## config.mk

```make
export PLATFORM = sky130hd
export DESIGN_NAME = switch_input_conditioner
export DESIGN_NICKNAME = d
export VERILOG_FILES = /design/src/rtl/vcd_io_pkg.sv /design/src/rtl/debounce_channel.sv /design/src/rtl/switch_input_conditioner.sv
export SDC_FILE = /design/constraint.sdc
export NUM_CORES = 1
export LEC_CHECK = 0
export CORE_MARGIN = 2
export CORE_UTILIZATION = 29
export DETAILED_ROUTE_END_ITERATION = 7
export GPL_TIMING_DRIVEN = 0
export PLACE_DENSITY = 0.51
export SYNTH_ARGS = -nofsm -noshare
export SYNTH_HDL_FRONTEND = slang
export SYNTH_SLANG_ARGS = --single-unit
```

## constraint.sdc

```tcl
create_clock -name clk -period 4.55 [get_ports clk]
set_input_delay 1.365 -clock clk [delete_from_list [all_inputs] [get_ports clk]]
set_output_delay 1.365 -clock clk [all_outputs]
set_load 0.02 [all_outputs]
```

## src/rtl/vcd_io_pkg.sv

```systemverilog
// Shared types and elaboration helpers for the switch input front-end.
package vcd_io_pkg;

    typedef enum logic {DB_IDLE, DB_QUAL} db_state_t;

    // True when a counter of cntW bits can represent every count up to cycles.
    function automatic bit cntWidthOk(input int cntW, input longint cycles);
        return (cycles >= 1) && ((longint'(1) << cntW) >= cycles);
    endfunction

endpackage

```

## src/rtl/debounce_channel.sv

```systemverilog
// One switch channel: 2-FF synchroniser, tick-gated debounce counter and
// registered rise/fall pulses aligned with the clean level change.
module debounce_channel
    import vcd_io_pkg::*;
#(
    parameter int DEBOUNCE_CYCLES = 50000,
    parameter int CNT_W           = 16
) (
    input  logic clk,
    input  logic rst_n,
    input  logic tickEn,
    input  logic swRaw,
    output logic swClean,
    output logic swRise,
    output logic swFall
);

    localparam logic [CNT_W-1:0] LAST_CNT = CNT_W'(DEBOUNCE_CYCLES - 1);

    logic             syncS1;
    logic             syncS2;
    db_state_t        state;
    db_state_t        stateNext;
    logic [CNT_W-1:0] cnt;
    logic [CNT_W-1:0] cntNext;
    logic [CNT_W-1:0] cntEff;
    logic             cleanNext;
    logic             riseNext;
    logic             fallNext;

    always_ff @(posedge clk or negedge rst_n) begin
        if (!rst_n) begin
            syncS1  <= 1'b0;
            syncS2  <= 1'b0;
            state   <= DB_IDLE;
            cnt     <= '0;
            swClean <= 1'b0;
            swRise  <= 1'b0;
            swFall  <= 1'b0;
        end else begin
            syncS1  <= swRaw;
            syncS2  <= syncS1;
            state   <= stateNext;
            cnt     <= cntNext;
            swClean <= cleanNext;
            swRise  <= riseNext;
            swFall  <= fallNext;
        end
    end

    // IDLE always counts from zero, so a one-cycle debounce accepts on the
    // very edge the difference is first seen.
    assign cntEff = (state == DB_IDLE) ? '0 : cnt;

    always_comb begin
        stateNext = state;
        cntNext   = cntEff;
        cleanNext = swClean;
        riseNext  = 1'b0;
        fallNext  = 1'b0;
        if (syncS2 == swClean) begin
            stateNext = DB_IDLE;
            cntNext   = '0;
        end else if (tickEn) begin
            if (cntEff == LAST_CNT) begin
                stateNext = DB_IDLE;
                cntNext   = '0;
                cleanNext = syncS2;
                riseNext  = syncS2;
                fallNext  = ~syncS2;
            end else begin
                stateNext = DB_QUAL;
                cntNext   = cntEff + CNT_W'(1);
            end
        end else begin
            stateNext = DB_QUAL;
        end
    end

endmodule

```

## src/rtl/switch_input_conditioner.sv

```systemverilog
// Synchronises and debounces N_CH raw switches into clean levels plus
// single-cycle rise/fall pulses for the downstream latch logic.
module switch_input_conditioner
    import vcd_io_pkg::*;
#(
    parameter int N_CH            = 2,
    parameter int DEBOUNCE_CYCLES = 50000,
    parameter int CNT_W           = 16
) (
    input  logic            clk,
    input  logic            rst_n,
    input  logic            tick_en,
    input  logic [N_CH-1:0] sw_raw,
    output logic [N_CH-1:0] sw_clean,
    output logic [N_CH-1:0] sw_rise,
    output logic [N_CH-1:0] sw_fall
);

    if (!cntWidthOk(CNT_W, longint'(DEBOUNCE_CYCLES))) begin : gBadCntW
        $error("CNT_W too small for DEBOUNCE_CYCLES");
    end

    for (genvar gi = 0; gi < N_CH; gi++) begin : gCh
        debounce_channel #(
            .DEBOUNCE_CYCLES(DEBOUNCE_CYCLES),
            .CNT_W          (CNT_W)
        ) uChannel (
            .clk    (clk),
            .rst_n  (rst_n),
            .tickEn (tick_en),
            .swRaw  (sw_raw[gi]),
            .swClean(sw_clean[gi]),
            .swRise (sw_rise[gi]),
            .swFall (sw_fall[gi])
        );
    end

endmodule

```

# Word level (Yosys, flattened, before mapping)
# Cells that the tools add are included.
# W data, S select, Z words.
[word_totals]
reg_bits = 44
input_bits = 5
output_inout_bits = 6
elab_cells = 52
[op_classes]
add_sub_neg = 2
n_eq_ne = 4
muxes = 26
n_bitwise = 4
n_reduce_logical = 2
[ops]
columns = ["operator", "n"]
rows = [
  ["$mux W16", 8],
  ["$add A16 B1 Y16 const B", 2],
  ["$eq A16 B16 Y1 const B", 2],
  ["$mux W1", 18],
  ["$reduce_and A3 Y1", 2],
  ["$not A1 Y1", 4],
  ["$eq A1 B1 Y1", 2],
]

# Depth between registers and ports, before layout
# Gate-level depths: netlist of the first run.
[logic_depth]
ltp_word = 5
depth_mapped = 8
mapped_depth_nobuf = 6

# Hierarchy
# From an unflattened synthesis of the first run, not the netlist that was laid out.
[unflattened]
hier_cells = 222
hier_area_um2 = 2199.6
[by_module_without_submodules]
columns = ["module", "instances", "cells_per_inst", "area_each_um2", "seq_area_each_um2"]
rows = [
  ["debounce_channel", 2, 111, 1099.8, 550.5],
]

# Worst setup path before layout of the first run
# No wires, ideal clock.
[synth_timing]
kind = "input to register"
startpoint = "input port tick_en"
endpoint = "register gCh[1].uChannel.cnt[14]"
setup_time_ps = 81
arrival_time_ps = 2614
required_ps = 4469
slack_ps = 1855
cell_stages = 5
n_path_buf = 1
path_cell_list = "buf_6 > nand4_4 > or4_4 > or3_1 > a21oi_1"
[synth_via]
elab_chain_cells = 2
[synth_rtl]
columns = ["element", "line_no", "source"]
rows = [
  ["start, declared", "switch_input_conditioner.sv:12", "input logic tick_en,"],
  ["$mux W16", "debounce_channel.sv:64", "end else if (tickEn) begin"],
  ["$mux W16", "debounce_channel.sv:61", "if (syncS2 == swClean) begin"],
  ["via gCh[1].uChannel.cntNext[14]", "debounce_channel.sv:25", "logic [CNT_W-1:0] cntNext;"],
  ["end signal, assigned", "debounce_channel.sv:44", "cnt <= cntNext;"],
  ["end, declared", "debounce_channel.sv:24", "logic [CNT_W-1:0] cnt;"],
]
# The timed path passes the listed nets, and every way through them passes these cells.
# A chain may end at the register's enable or synchronous reset.

# Worst setup path after layout of the first run
[layout_timing]
startpoint = "input port tick_en"
endpoint = "register gCh[1].uChannel.cnt[10]"
# The elaborated chain is that of the path after synthesis.

==> key figures, run 1 <==
Min path
  – Hold Path Stages: 0
  – Worst min path class: flop to flop
  – Hold path startpoint: gCh[0].uChannel.syncS1
  – Hold endpoint: gCh[0].uChannel.syncS2

Routing
  – Initial DRT Pass Iterations: 4
  – First-iteration detailed-routing DRC count: 55
  – ANT nets after route: 0
  – Drt drc: 0
  – Vias per cell: about 4.7
  – WL/cell: 12.6 um
  – DR vias: approximately 1,600
  – Post-Route WL: 4.29 mm

Logic synthesis
  – Avg Inst Size Synth: 10.2 um2
  – Synthesized instance count: around 220
  – Post-synthesis net count: about 230
  – Main combinational cell family by area after synthesis: simple AND/OR/NAND/NOR gates
  – Seq/Total Area, Yosys: about half
  – Post-Synth Adder-Cell Area: 1.11%
  – Mapped cell area: 2260 um2
  – Synth Area in Simple Gates: a little over a quarter
  – Synth Area in Compound Gates: 5.76%
  – Post-synth cell types: 40
  – Post-synthesis mux area share: 2.05%
  – Yosys reg bits: 44
  – Synth Area in XOR/XNOR: approximately a tenth
  – Ys Warns: 0

GRT
  – Largest net degree at the start of global routing: 32
  – Total gr overflow: 0
  – Antenna violations before repair: 0
  – First-pass GRT wire length: around 7.7 mm
  – M3 GR Usage: 2.71%
  – Met1 Use GR: 14.2%
  – Vias in the first global route: 1,687
  – GRT Util Overall: 11.3%
  – Met2 GRT Util: a little under a fifth
  – Most used routing layer: met2

Timing
  – Measured slew at the worst slew-check pin: 1000 ps
  – Final hold vios: 0
  – Skew final: about 6.5 ps
  – Count of final setup violators: 0
  – RSZ-0062 raised after global routing: false
  – Max-slew violation count: 0
  – Slew headroom: between 30% and 40%
  – Final worst-path cycle share: 71.0%
  – Total negative slack: 0 ps
  – Maximum clock rate: 310 MHz
  – Fin crit period: 3230 ps
  – Final hold slack: 352 ps

Die
  – Core Footprint: between 7000 and 8000 um2
  – Die X: 92.2 um
  – Die Height: between 90 and 100 um
  – # IOs: 11
  – Die Area: 8510 um2
  – Initial core utilization: 29.5%
  – # rows: 32

Clocking
  – CTS tree: yes
  – Register clock-pin slew on the reported worst setup and hold paths: 80 ps
  – CTS-repair resized insts: 0
  – Root buf cell: clkbuf_8
  – CTS Buffer Depth: 2
  – CTS H-tree depth: 2
  – Setup Fix Bufs, Post-CTS: 0
  – CTS Sinks: 44
  – Cts hold-fix bufs: 0
  – Worst-skew pair later-pin latency: between 200 and 300 ps
  – CTS Buf Count: 5

Final layout
  – Most frequent cells in the layout: dfrtp_1, nand2_1, nor2_1
  – Fill cell count: 791
  – Inserted Diodes: 0
  – Reg area: 1100 um2
  – Area of the multi-input gates: 1020 um2
  – # nets final: 246
  – Area Overhead vs Synth: 14.2%
  – Most common cell after layout, fill and taps aside: dfrtp_1
  – Final Core Density: 33.7%
  – Layout cells sized above 1: between 15 and 20%

Worst setup path
  – FF-to-FF path depth: 7
  – WP data required: approximately 4700 ps
  – Startpoint Class: input port
  – Worst r2r src: gCh[1].uChannel.state
  – FF-to-FF End: gCh[1].uChannel.cnt[10]
  – Critical Setup Path Class: input port to flop
  – WP data arrival: 3370 ps
  – CP endpoint kind: flop
  – Max FO, Critical Path: 10
  – R2R setup slack: 2130 ps

Placed design
  – I/O Buffers: 10
  – Dpl hpwl: approximately 3.0 mm
  – GPL Wtd Cong: approximately 0.73

Power and ir drop
  – Leak pwr: roughly 0.0010 uW
  – Peak supply drop: 0.127 mV
  – Power Dens Cells: approximately 260 nW/um2

Run
  – Max Cap Viol: 0

Outcome
  – Status: finished clean
==> cells in the mapped netlist, drive strengths merged <==
cell type | n | area share [%]
o31ai | 1 | 0.33
dfrtp | 44 | 49
and2 | 5 | 1.4
nor2b | 1 | 0.28
or4 | 3 | 1.5
a31o | 4 | 1.6
nand3 | 8 | 2.3
buf | 9 | 2.9
xor2 | 11 | 4.3
nor4 | 7 | 2.2
mux2 | 2 | 1.2
o21ai | 5 | 1.3
bufbuf | 1 | 1.4
nor2 | 25 | 4.2
nor4bb | 1 | 0.44
clkbuf | 2 | 0.78
nor3b | 4 | 1.3
or3 | 5 | 1.6
a211oi | 1 | 0.33
xnor2 | 13 | 5.0
a21oi | 7 | 1.6
and4 | 1 | 0.44
inv | 6 | 1.0
ha | 2 | 1.1
and3 | 1 | 0.28
nor3 | 8 | 1.8
nand2 | 26 | 4.3
o311ai | 1 | 0.72
nand4 | 13 | 4.3
or2 | 2 | 0.55
mux2i | 2 | 0.89
==> worst max path at each step <==
stage                  from                      end  slack (ps)  cells after the start
finish              tick_en  gCh[1].uChannel.cnt[10]        1320                      6
global route        tick_en   gCh[1].uChannel.cnt[6]        1190                      6
CTS                 tick_en  gCh[1].uChannel.cnt[10]        1300                      6
detailed placement  tick_en   gCh[1].uChannel.cnt[0]         980                      6
global placement      rst_n   gCh[0].uChannel.cnt[9]         790                      1
floorplan           tick_en  gCh[1].uChannel.cnt[14]        1850                      5
==> cells by family (layout without fill, tap and decap cells) <==
family	count (synthesis)	in the layout
AO/OA/AOI/OAI	19	19
XOR/XNOR	24	24
adder cells (fa/ha/maj)	2	2
buffers and inverters	18	36
flip-flops	44	44
multiplexers	4	4
AND/OR/NAND/NOR	110	110
==> layout make-up <==
class | instances | area share [%]
Inverter | 6 | 0.873
Tap cell | 102 | 4.95
Timing Repair Buffer | 11 | 4.46
Clock buffer | 6 | 2.81
Sequential cell | 44 | 42.7
Multi-Input combinational cell | 159 | 39.5
Clock inverter | 1 | 0.194
Buffer | 12 | 4.51
==> per-stage QoR <==
step / setup WS (ps) / total power (uW) / cell area, um2 / cells
finish: 1320 / 665 / 2580 / 341
global route: 1190 / 699 / 2580 / 341
CTS: 1300 / 678 / 2580 / 341
detailed placement: 976 / 442 / 2500 / 334
global placement: 786 / 441 / 2490 / 333
floorplan: 1850 / 423 / 2260 / 221
==> sequential cells by signal (all words and copies together) (netlist names) <==
| signal | cells |
|---|---|
| gCh.uChannel.cnt | 32 |
| gCh.uChannel.state | 2 |
| gCh.uChannel.swClean | 2 |
| gCh.uChannel.swFall | 2 |
| gCh.uChannel.swRise | 2 |
| gCh.uChannel.syncS1 | 2 |
| gCh.uChannel.syncS2 | 2 |
==> power breakdown <==
| part | internal, uW | leakage [uW] | total (uW) | switching, uW |
|---|---|---|---|---|
| Sequential | 395 | 0.000599 | 398 | 2.69 |
| Clock | 105 | 0.0000410 | 232 | 128 |
| Combinational | 12.0 | 0.000365 | 34.9 | 22.9 |
==> routing by layer <==
layer  vias to the layer above  share of wire, %
li1                        795                 -
met1                       795                47
met2                        13                49
met3                         9               2.1
met4                         0               2.0
met5                         -                 0
==> worst max-delay path, stage by stage <==
cell and delay (ps):
clkdlybuf4s50_1 500, buf_6 170, and4_2 260, nand2_1 100, o31ai_1 860, nor2_1 120
Power figures use the tool's default switching activity.
==> inputs of run 2 (changes only) <==
==> constraint.sdc (replaced) <==
create_clock -name clk -period 3.25 [get_ports clk]
set_input_delay 0.975 -clock clk [delete_from_list [all_inputs] [get_ports clk]]
set_output_delay 0.975 -clock clk [all_outputs]
set_load 0.02 [all_outputs]
==> results of run 2 <==
Same layout as run 1 (identical final DEF). Status: finished clean.
Among the figures that moved: setup slack after placement 976 ps -> 66.0 ps; setup slack after layout 1320 ps -> 411 ps; register-to-register setup slack 2130 ps -> 830 ps; total power 665 uW -> 931 uW; worst IR drop on VDD 0.127 mV -> 0.177 mV
